File: src/rtl/serial_pattern_scheduler_if.sv
// Job request/grant/result bundle between requester channels and the shared match engine.
// Optional mask lane is present only when DETECT_MASK_EN is defined.
interface serial_pattern_scheduler_if #(
   parameter int N_CH = 4,
   parameter int DW   = 8
);
   localparam int CW = $clog2(DW-1);

   logic [N_CH-1:0]    req;
   logic [N_CH*DW-1:0] data;
   logic [N_CH-1:0]    grant;
   logic               busy;
   logic               done;
   logic [2:0]         done_id;
   logic [CW-1:0]      done_count;
`ifdef DETECT_MASK_EN
   logic [1:0]         mask;

   modport master (output req, data, mask, input grant, busy, done, done_id, done_count);
   modport slave  (input req, data, mask, output grant, busy, done, done_id, done_count);
`else
   modport master (output req, data, input grant, busy, done, done_id, done_count);
   modport slave  (input req, data, output grant, busy, done, done_id, done_count);
`endif
endinterface

File: src/rtl/serial_pattern_scheduler.sv
// Round-robin shared serial 010/101 matcher; DW+3 cycles per job (IDLE, LOAD, DW x SHIFT, DONE).
// Optional DETECT_MASK_EN adds a 2-bit per-job pattern enable mask sampled in LOAD.
module serial_pattern_scheduler #(
   parameter int N_CH = 4,
   parameter int DW   = 8
) (
   input  logic                       clk,
   input  logic                       reset,
   serial_pattern_scheduler_if.slave  bus
);
   localparam int CW = $clog2(DW-1);
   localparam int IW = $clog2(DW);

   typedef enum logic [1:0] {IDLE, LOAD, SHIFT, DONE} state_t;

   state_t          state, state_nxt;
   logic [2:0]      winner, rr_ptr, pick;
   logic            pick_ok;
   logic [DW-1:0]   word;
   logic [2:0]      win, win_nxt;
   logic [CW-1:0]   count, count_nxt;
   logic [IW-1:0]   idx;
   logic            last_bit, hit, en_010, en_101;
   logic [2:0]      done_id_q;
   logic [CW-1:0]   done_count_q;
`ifdef DETECT_MASK_EN
   logic [1:0]      mask_q;
   assign en_010 = mask_q[0];
   assign en_101 = mask_q[1];
`else
   assign en_010 = 1'b1;
   assign en_101 = 1'b1;
`endif

   // Search from the rr pointer upward, wrapping past N_CH-1 back to channel 0.
   always_comb begin
      int c;
      c       = 0;
      pick    = rr_ptr;
      pick_ok = 1'b0;
      for (int k = 0; k < N_CH; k++) begin
         c = int'(rr_ptr) + k;
         if (c >= N_CH) c = c - N_CH;
         if (!pick_ok && bus.req[c]) begin
            pick_ok = 1'b1;
            pick    = 3'(c);
         end
      end
   end

   assign last_bit  = (idx == IW'(DW-1));
   assign win_nxt   = {win[1:0], word[IW'(DW-1) - idx]};
   assign hit       = (idx >= IW'(2)) &&
                      ((en_010 && win_nxt == 3'b010) || (en_101 && win_nxt == 3'b101));
   assign count_nxt = count + CW'(hit);

   always_ff @(posedge clk or posedge reset) begin
      if (reset) state <= IDLE;
      else       state <= state_nxt;
   end

   always_comb begin
      state_nxt = state;
      case (state)
         IDLE:    if (pick_ok) state_nxt = LOAD;
         LOAD:    state_nxt = SHIFT;
         SHIFT:   if (last_bit) state_nxt = DONE;
         DONE:    state_nxt = IDLE;
         default: state_nxt = IDLE;
      endcase
   end

   always_ff @(posedge clk or posedge reset) begin
      if (reset) begin
         winner       <= '0;
         rr_ptr       <= '0;
         word         <= '0;
         win          <= '0;
         count        <= '0;
         idx          <= '0;
         done_id_q    <= '0;
         done_count_q <= '0;
`ifdef DETECT_MASK_EN
         mask_q       <= '0;
`endif
      end else begin
         case (state)
            IDLE: if (pick_ok) winner <= pick;
            LOAD: begin
               word  <= bus.data[int'(winner)*DW +: DW];
               win   <= '0;
               count <= '0;
               idx   <= '0;
`ifdef DETECT_MASK_EN
               mask_q <= bus.mask;
`endif
            end
            SHIFT: begin
               win   <= win_nxt;
               count <= count_nxt;
               idx   <= idx + IW'(1);
               // Result registers update on the edge into DONE so they are valid with the pulse.
               if (last_bit) begin
                  done_id_q    <= winner;
                  done_count_q <= count_nxt;
               end
            end
            DONE: rr_ptr <= (winner == 3'(N_CH-1)) ? 3'd0 : winner + 3'd1;
            default: ;
         endcase
      end
   end

   always_comb begin
      bus.grant = '0;
      for (int i = 0; i < N_CH; i++)
         bus.grant[i] = (state == LOAD) && (winner == 3'(i));
      bus.busy       = (state != IDLE);
      bus.done       = (state == DONE);
      bus.done_id    = done_id_q;
      bus.done_count = done_count_q;
   end
endmodule

File: src/flat_wrapper.sv
// flat-port wrapper written by rule: the top's interface ports become plain ports
module serial_pattern_scheduler_flat 
#(
   parameter int N_CH = 4,
   parameter int DW   = 8
)
  (clk, reset, bus_req, bus_data, bus_grant, bus_busy, bus_done, bus_done_id, bus_done_count);
  serial_pattern_scheduler_if #(.N_CH(N_CH), .DW(DW)) bus_i ();
  input  logic clk;
  input  logic reset;
  input wire logic [$bits(bus_i.req)-1:0] bus_req;
  input wire logic [$bits(bus_i.data)-1:0] bus_data;
  output wire logic [$bits(bus_i.grant)-1:0] bus_grant;
  output wire logic [$bits(bus_i.busy)-1:0] bus_busy;
  output wire logic [$bits(bus_i.done)-1:0] bus_done;
  output wire logic [$bits(bus_i.done_id)-1:0] bus_done_id;
  output wire logic [$bits(bus_i.done_count)-1:0] bus_done_count;
  assign bus_i.req = bus_req;
  assign bus_i.data = bus_data;
  assign bus_grant = bus_i.grant;
  assign bus_busy = bus_i.busy;
  assign bus_done = bus_i.done;
  assign bus_done_id = bus_i.done_id;
  assign bus_done_count = bus_i.done_count;
  serial_pattern_scheduler #(.N_CH(N_CH), .DW(DW)) u_core (.clk(clk), .reset(reset), .bus(bus_i));
endmodule
File: config.mk
export PLATFORM = sky130hd
export DESIGN_NAME = serial_pattern_scheduler_flat
export DESIGN_NICKNAME = d
export VERILOG_FILES = /design/src/rtl/serial_pattern_scheduler_if.sv /design/src/rtl/serial_pattern_scheduler.sv /design/src/flat_wrapper.sv
export SDC_FILE = /design/constraint.sdc
export NUM_CORES = 1
export LEC_CHECK = 0
export ABC_AREA = 1
export BUFFER_PORTS_ARGS = -buffer_cell sky130_fd_sc_hd__buf_2
export CAP_MARGIN = 0
export CORE_MARGIN = 3
export CORE_UTILIZATION = 53
export DETAILED_ROUTE_END_ITERATION = 8
export GPL_TIMING_DRIVEN = 0
export PLACE_DENSITY_LB_ADDON = 0.05
export RECOVER_POWER = 25
export SLEW_MARGIN = 25
export SYNTH_ARGS = -nofsm -noshare
export SYNTH_HDL_FRONTEND = slang
export SYNTH_SLANG_ARGS = --single-unit
export TNS_END_PERCENT = 30
File: constraint.sdc
create_clock -name clk -period 2.2 [get_ports clk]
set_input_delay 0.22 -clock clk [delete_from_list [all_inputs] [get_ports clk]]
set_output_delay 0.22 -clock clk [all_outputs]
set_load 0.02 [all_outputs]
==> impl_metrics.toml, run 1 <==
[status]
status = "finished, final reports clean"

[final_layout]
fillCellCount = 332
drive_above_1_share_pct = 22.35
n_antenna_cell = 0
area_growth_pct = 21.31
finalNetCount = 392

[logic_synthesis]
yosysTopAreaCell = "dfrtp_1"
synth_edf_count = 0
syn-cell-area_um2 = 2032
post-synth-top-count-cell = "nand2_1"
synth_area_leaders = "dfrtp_1 (37%), nand2_1 (12%), ha_1 (8.6%), nor2_1 (6.8%), nand3_1 (6.7%)"
yosysUniqueCellTypes = 26
yosysTopAreaCellShare_pct = 36.95
syn_area_per_cell_um2 = 7.180
ys.flop_type = "dfrtp_1"
ys_ff_latch = 30
yosys_warnings = 0
async_reset_ff_share_pct = 100.0
synth_nets = 335
syn_inst = 283
yosys-top-cells-count = "nand2_1 (63), nor2_1 (37), inv_1 (32)"
yosysSeqAreaShare_pct = 36.95

[global_route]
antenna_found_initial = 0
grtUsageTotal_pct = 20.35
grt_pass1_vias = 1620
grt_first_pass_wirelength_um = 7127
grt_max_degree = 31
grt_remaining_overflow = 0

[route]
drc = 0
vias_per_cell = 5.098
ant_nets = 0
drt-total-wl_um = 4453
vias = 1968
drt_first_pass_iters = 4
first_iter_violations = 178
drt-wirelength-per-cell_um = 11.54

[sta]
hold_viol_final = 0
setup_tns_ps = 0
fin_skew_ps = 4.093
finalSetupViolCount = 0
fin_crit_ps = 2048
worst_slack_ps = 151.8
fmax_ghz = 0.4882
worst_slew_pin_slew_ps = 1103
drv_slew = 0
grt_setup_unrepaired = "false"
period_share_pct = 93.10
max_slew_margin_pct = 26.40

[pwr]
peakVddDrop_uv = 721.0
p_per_area_nw_per_um2 = 1312
power_leakage_nw = 1.355

[floorplanning]
chipHeight_um = 67.92
die-area_um2 = 4613
ios = 50
start_util_pct = 57.71
die_width_um = 67.92
std_cell_rows = 21
core_area_um2 = 3521

[setup_path]
path_max_fanout = 11
slowest_delay_ps = 390
end_kind = "primary output"
path_common_cell = "buf_2"
cp.required_ps = 1980
critPathSlowestCell = "dfrtp_1"
ff2ff_setup_slack_ps = 180
startpoint_type = "flop"
crit_chain = "buf_2 -> clkinv_1 -> buf_2 -> ha_1 -> inv_1 -> nor2_1 -> buf_2"
worstReg2RegStart = "u_core.idx[1]"
timing.rr.end = "u_core.bus.done_count[2]"
critPathArrivalTime_ps = 1830
critPathKind = "flop to primary output"
r2r_cells = 12

[clocking]
cts.sinks = 30
htreeDepth = 2
cts_buffers = 5
clk_pin_slew_ps = 60
cts_tree = "built"
postCtsHoldBufs = 0
root_buffer = "clkbuf_8"
insertion_delay_ps = 280
clk_path_buf_depth = 2

[place]
pre_cts_slack_ps = 135.8
port_buffers = 49
hpwl_um = 3406
gp_congestion = 0.8457

[hold_path]
hp-class = "input port to async pin"

[run]
drv_cap = 0
==> kinds of logic after synthesis <==
group | after synthesis | share of synthesized area, %
AO/OA/AOI/OAI | 54 | 14.47
XOR/XNOR | 1 | 0.4311
adder cells (fa/ha/maj) | 14 | 8.621
buffers and inverters | 48 | 9.852
flip-flops | 30 | 36.95
multiplexers | 2 | 1.478
AND/OR/NAND/NOR | 134 | 28.20
==> routing by layer <==
| layer | up-vias | share of wire [%] | wire length (µm) | track usage, % |
|---|---|---|---|---|
| li1 | 1037 | - | - | - |
| met1 | 857 | 49 | 2166 | 29.19 |
| met2 | 68 | 43 | 1909 | 30.69 |
| met3 | 6 | 7.6 | 337 | 5.419 |
| met4 | 0 | 0.90 | 40 | 4.467 |
| met5 | - | 0 | 0 | 0 |
==> worst max-delay path: cells and delay by family, from the launching register on <==
family	cells	cell delay, ps
adder cells (fa/ha/maj)	1	220
buffers and inverters	5	910
flip-flops	1	390
AND/OR/NAND/NOR	1	30
==> power breakdown <==
part | leakage, nW | internal [mW] | switching (mW)
clock network | 0.0573 | 0.362 | 0.205
registers | 0.393 | 0.715 | 0.102
logic | 0.905 | 0.637 | 1.21
total | 1.36 | 1.71 | 1.52
==> cell type report <==
class                           count  area, µm²  share of cell area [%]
Multi-Input combinational cell    205       1090                   44.21
Sequential cell                    30      752.0                   30.51
Timing Repair Buffer               50      252.7                   10.25
Inverter                           39      151.4                   6.142
Clock buffer                        6      82.58                   3.350
Tap cell                           46      57.56                   2.335
Buffer                              9      48.80                   1.980
Clock inverter                      1      30.03                   1.218
==> worst max path at each step <==
| stage | start | endpoint | slack (ps) | cells after the start |
|---|---|---|---|---|
| 2_1_floorplan | u_core.idx[0] | u_core.bus.done_count[2] | 290 | 11 |
| 3_3_place_gp | u_core.idx[1] | u_core.bus.done_count[2] | 180 | 12 |
| 3_5_place_dp | u_core.idx[1] | u_core.bus.done_count[2] | 140 | 12 |
| 4_1_cts | u_core.idx[1] | u_core.bus.done_count[2] | 100 | 12 |
| 5_1_grt | u_core.idx[0] | u_core.bus.done_count[2] | 30 | 11 |
| 6_report | u_core.winner[0] | bus_grant[0] | 150 | 7 |
==> timing repair <==
item                       in CTS  in global routing
setup buffers                   0                  1
gates resized for setup         0                  3
setup endpoints to repair       0                  1
==> stage by stage <==
| step | utilization [%] | instance area [µm²] | power [mW] | std cells | hold slack, ps |
|---|---|---|---|---|---|
| 2_1_floorplan | - | 2032 | 2.214 | 283 | 310.8 |
| 3_3_place_gp | 66.31 | 2335 | 2.594 | 378 | 480.0 |
| 3_5_place_dp | 66.31 | 2335 | 2.623 | 378 | 331.8 |
| 4_1_cts | 69.51 | 2447 | 3.204 | 385 | 31.95 |
| 5_1_grt | 70.01 | 2465 | 3.545 | 386 | 343.1 |
| 6_report | 70.01 | 2465 | 3.234 | 386 | 213.1 |
==> registers in the layout, indices dropped and copies added (netlist names) <==
name / cells
u_core.bus.done_count: 3
u_core.bus.done_id: 3
u_core.count: 3
u_core.idx: 3
u_core.rr_ptr: 3
u_core.state: 2
u_core.win: 2
u_core.winner: 3
u_core.word: 8
==> cells in the final DEF (no fill, tap or decap), types with 2 or more instances in the layout <==
cell type	synthesis	routed
nand2_1	63	63
buf_2	3	52
nor2_1	37	37
inv_1	32	32
dfrtp_1	30	29
o21ai_0	27	27
nand3_1	27	26
ha_1	14	14
o22ai_1	9	9
o21ai_1	7	7
a21oi_1	7	6
clkbuf_8	0	6
clkbuf_1	4	4
nand4_1	3	3
inv_2	3	3
nand3_2	1	2
clkinv_1	2	2
inv_4	2	2
o211ai_1	2	2
a22o_1	2	2
mux2_4	2	2
buf_4	1	2
Note: power is estimated with default switching activity, not from simulation.
==> run 2, diff against run 1 <==
- CORE_ASPECT_RATIO: not set -> 2
==> run 2 against run 1 <==
Effect of this change:
- maximum frequency down 3.6%
- final cell count increased by 1.3%
- clock power fell by 3%
- hold slack gained 6.6 ps
- routed wire length grew 13%
- non-clock buffer count grew 2
- register-to-register slack worse by 100 ps
- worst setup slack lost 76 ps
- first-iteration DRC count shrank 78%
- global-route usage increased by 2.8 points
- via count increased by 3.5%
==> impl_metrics.toml, run 2 (same netlist as run 1, synthesis figures left out) <==
[final_layout]
stdcell_count = 391
area_growth_pct = 22.54
final_cell_mix = "nand2_1 (63), buf_2 (52), nor2_1 (37)"
fin_area_um2 = 2490
finalNetCount = 394
largest_reg_flops = 8
n_antenna_cell = 0
regMostFlops = "u_core.word"
drive_above_1_share_pct = 23.10
final_common_cell = "nand2_1"

[route]
dr_wl_met2_um = 3039
drt-wirelength-per-cell_um = 12.92
top_layer = "met4"
dr_wl_met3_um = 118
vias_per_cell = 5.210
wl_met1_um = 1819
ant_nets = 0
drt-total-wl_um = 5053
drc = 0
drt_first_pass_iters = 5
vias = 2037
first_iter_violations = 40

[global_route]
grt_first_pass_wirelength_um = 8397
antenna_found_initial = 0
grtUsageTotal_pct = 23.13
grt_max_degree = 31
grt_pass1_vias = 2040
grt_remaining_overflow = 0

[sta]
worst_slew_pin_slew_ps = 1105
fmax_ghz = 0.4707
setup_tns_ps = 0
fin_crit_ps = 2125
drv_slew = 0
period_share_pct = 96.57
max_slew_margin_pct = 26.24
worst_slack_ps = 75.47
fin_skew_ps = 9.637
finalSetupViolCount = 0
hold_viol_final = 0
grt_setup_unrepaired = "true"

[setup_path]
startpoint_type = "flop"
crit_buf_inv = 1
critPathArrivalTime_ps = 2280
path_delay_family = "flip-flops"
slowest_delay_ps = 390
critPathKind = "flop to flop"
cp.required_ps = 2350
critPathSlowestCell = "dfrtp_1"
path_max_fanout = 10
end_kind = "flop"
crit_chain = "buf_6 -> o211ai_1 -> nand2_1 -> nand2_1 -> nand3_2 -> a21oi_2 -> nor2_1 -> ha_1 -> ha_1 -> xor2_1 -> mux2_4"

[pwr]
internal-power_mw = 1.737
p_sw_mw = 1.538
peakVddDrop_uv = 949.2
power_leakage_nw = 1.366
fin_total_pwr_mw = 3.275
power.share.combinational_pct = 58.2
power.share.switching_pct = 46.97
p_per_area_nw_per_um2 = 1315
pwr-share-clk_pct = 16.8
p_seq_share_pct = 25.0

[floorplanning]
die_width_um = 49.78
start_util_pct = 55.73
die-area_um2 = 4658
chipHeight_um = 93.57
ios = 50
std_cell_rows = 31
core_area_um2 = 3646

[status]
status = "finished, final reports clean"

[place]
pre_cts_slack_ps = 106.4
hpwl_um = 3904
port_buffers = 49
place_area_um2 = 2338
gp_congestion = 0.8349
dp_cells = 381

[clocking]
cts_tree = "built"
root_buffer = "clkbuf_8"
clk_path_buf_depth = 2
clk_pin_slew_ps = 60
cts_buffers = 5
postCtsHoldBufs = 0
htreeDepth = 2
cts.sinks = 30
insertion_delay_ps = 270

[hold_path]
hp-class = "input port to async pin"

[run]
drv_cap = 0
## run 2: cell types whose count changed in the layout (fill, tap and decap cells not counted), sizes merged
cell      delta
buf          +2
clkinv       -1
clkinvlp     +1
## run 2: metrics by stage
stage,hold slack (ps),util [%]
2_1_floorplan,310.8,-
3_3_place_gp,486.0,64.14
3_5_place_dp,336.6,64.14
4_1_cts,34.55,67.23
5_1_grt,311.0,68.29
6_report,219.7,68.29
## run 2: path summary, 6_finish.rpt
check                           startpoint  slack, ps  cells past startpoint                        to
max                          u_core.idx[0]         80                     11  u_core.bus.done_count[2]
min                                  reset        220                      2             u_core.win[0]
max reg2reg                  u_core.idx[0]         80                     11  u_core.bus.done_count[2]
min reg2reg                u_core.count[0]        500                      2           u_core.count[0]
max in group asynchronous            reset       1230                      2             u_core.idx[1]
min in group clk               bus_data[1]        370                      5            u_core.word[1]
## run 2: power groups by stage
stage	Combinational, mW	Sequential, mW	Clock (mW)
final	1.91	0.818	0.550
after detailed placement	1.83	0.833	0
after global routing	2.19	0.837	0.583
after global placement	1.80	0.828	0
after floorplan	1.41	0.800	0
after CTS	1.85	0.824	0.564
## run 2: layout make-up
class	count	area [µm²]
fill	359	1156
clock inverter	1	30.03
clock buffer	6	82.58
buffer	9	48.80
timing repair buffer	52	267.8
sequential	30	752.0
multi-input combinational	205	1090
tap	49	61.31
inverter	39	157.7
## run 2: what timing repair did
item	in CTS	in global routing
buffers inserted	0	3
resized for setup	0	6
setup endpoints to repair	0	6
## run 2: metal layers
metal  vias up  GRT usage, %
met4         0         6.928
met1       959         22.25
met2        38         47.35
li1       1034             -
met3         6         3.668
met5         -             0
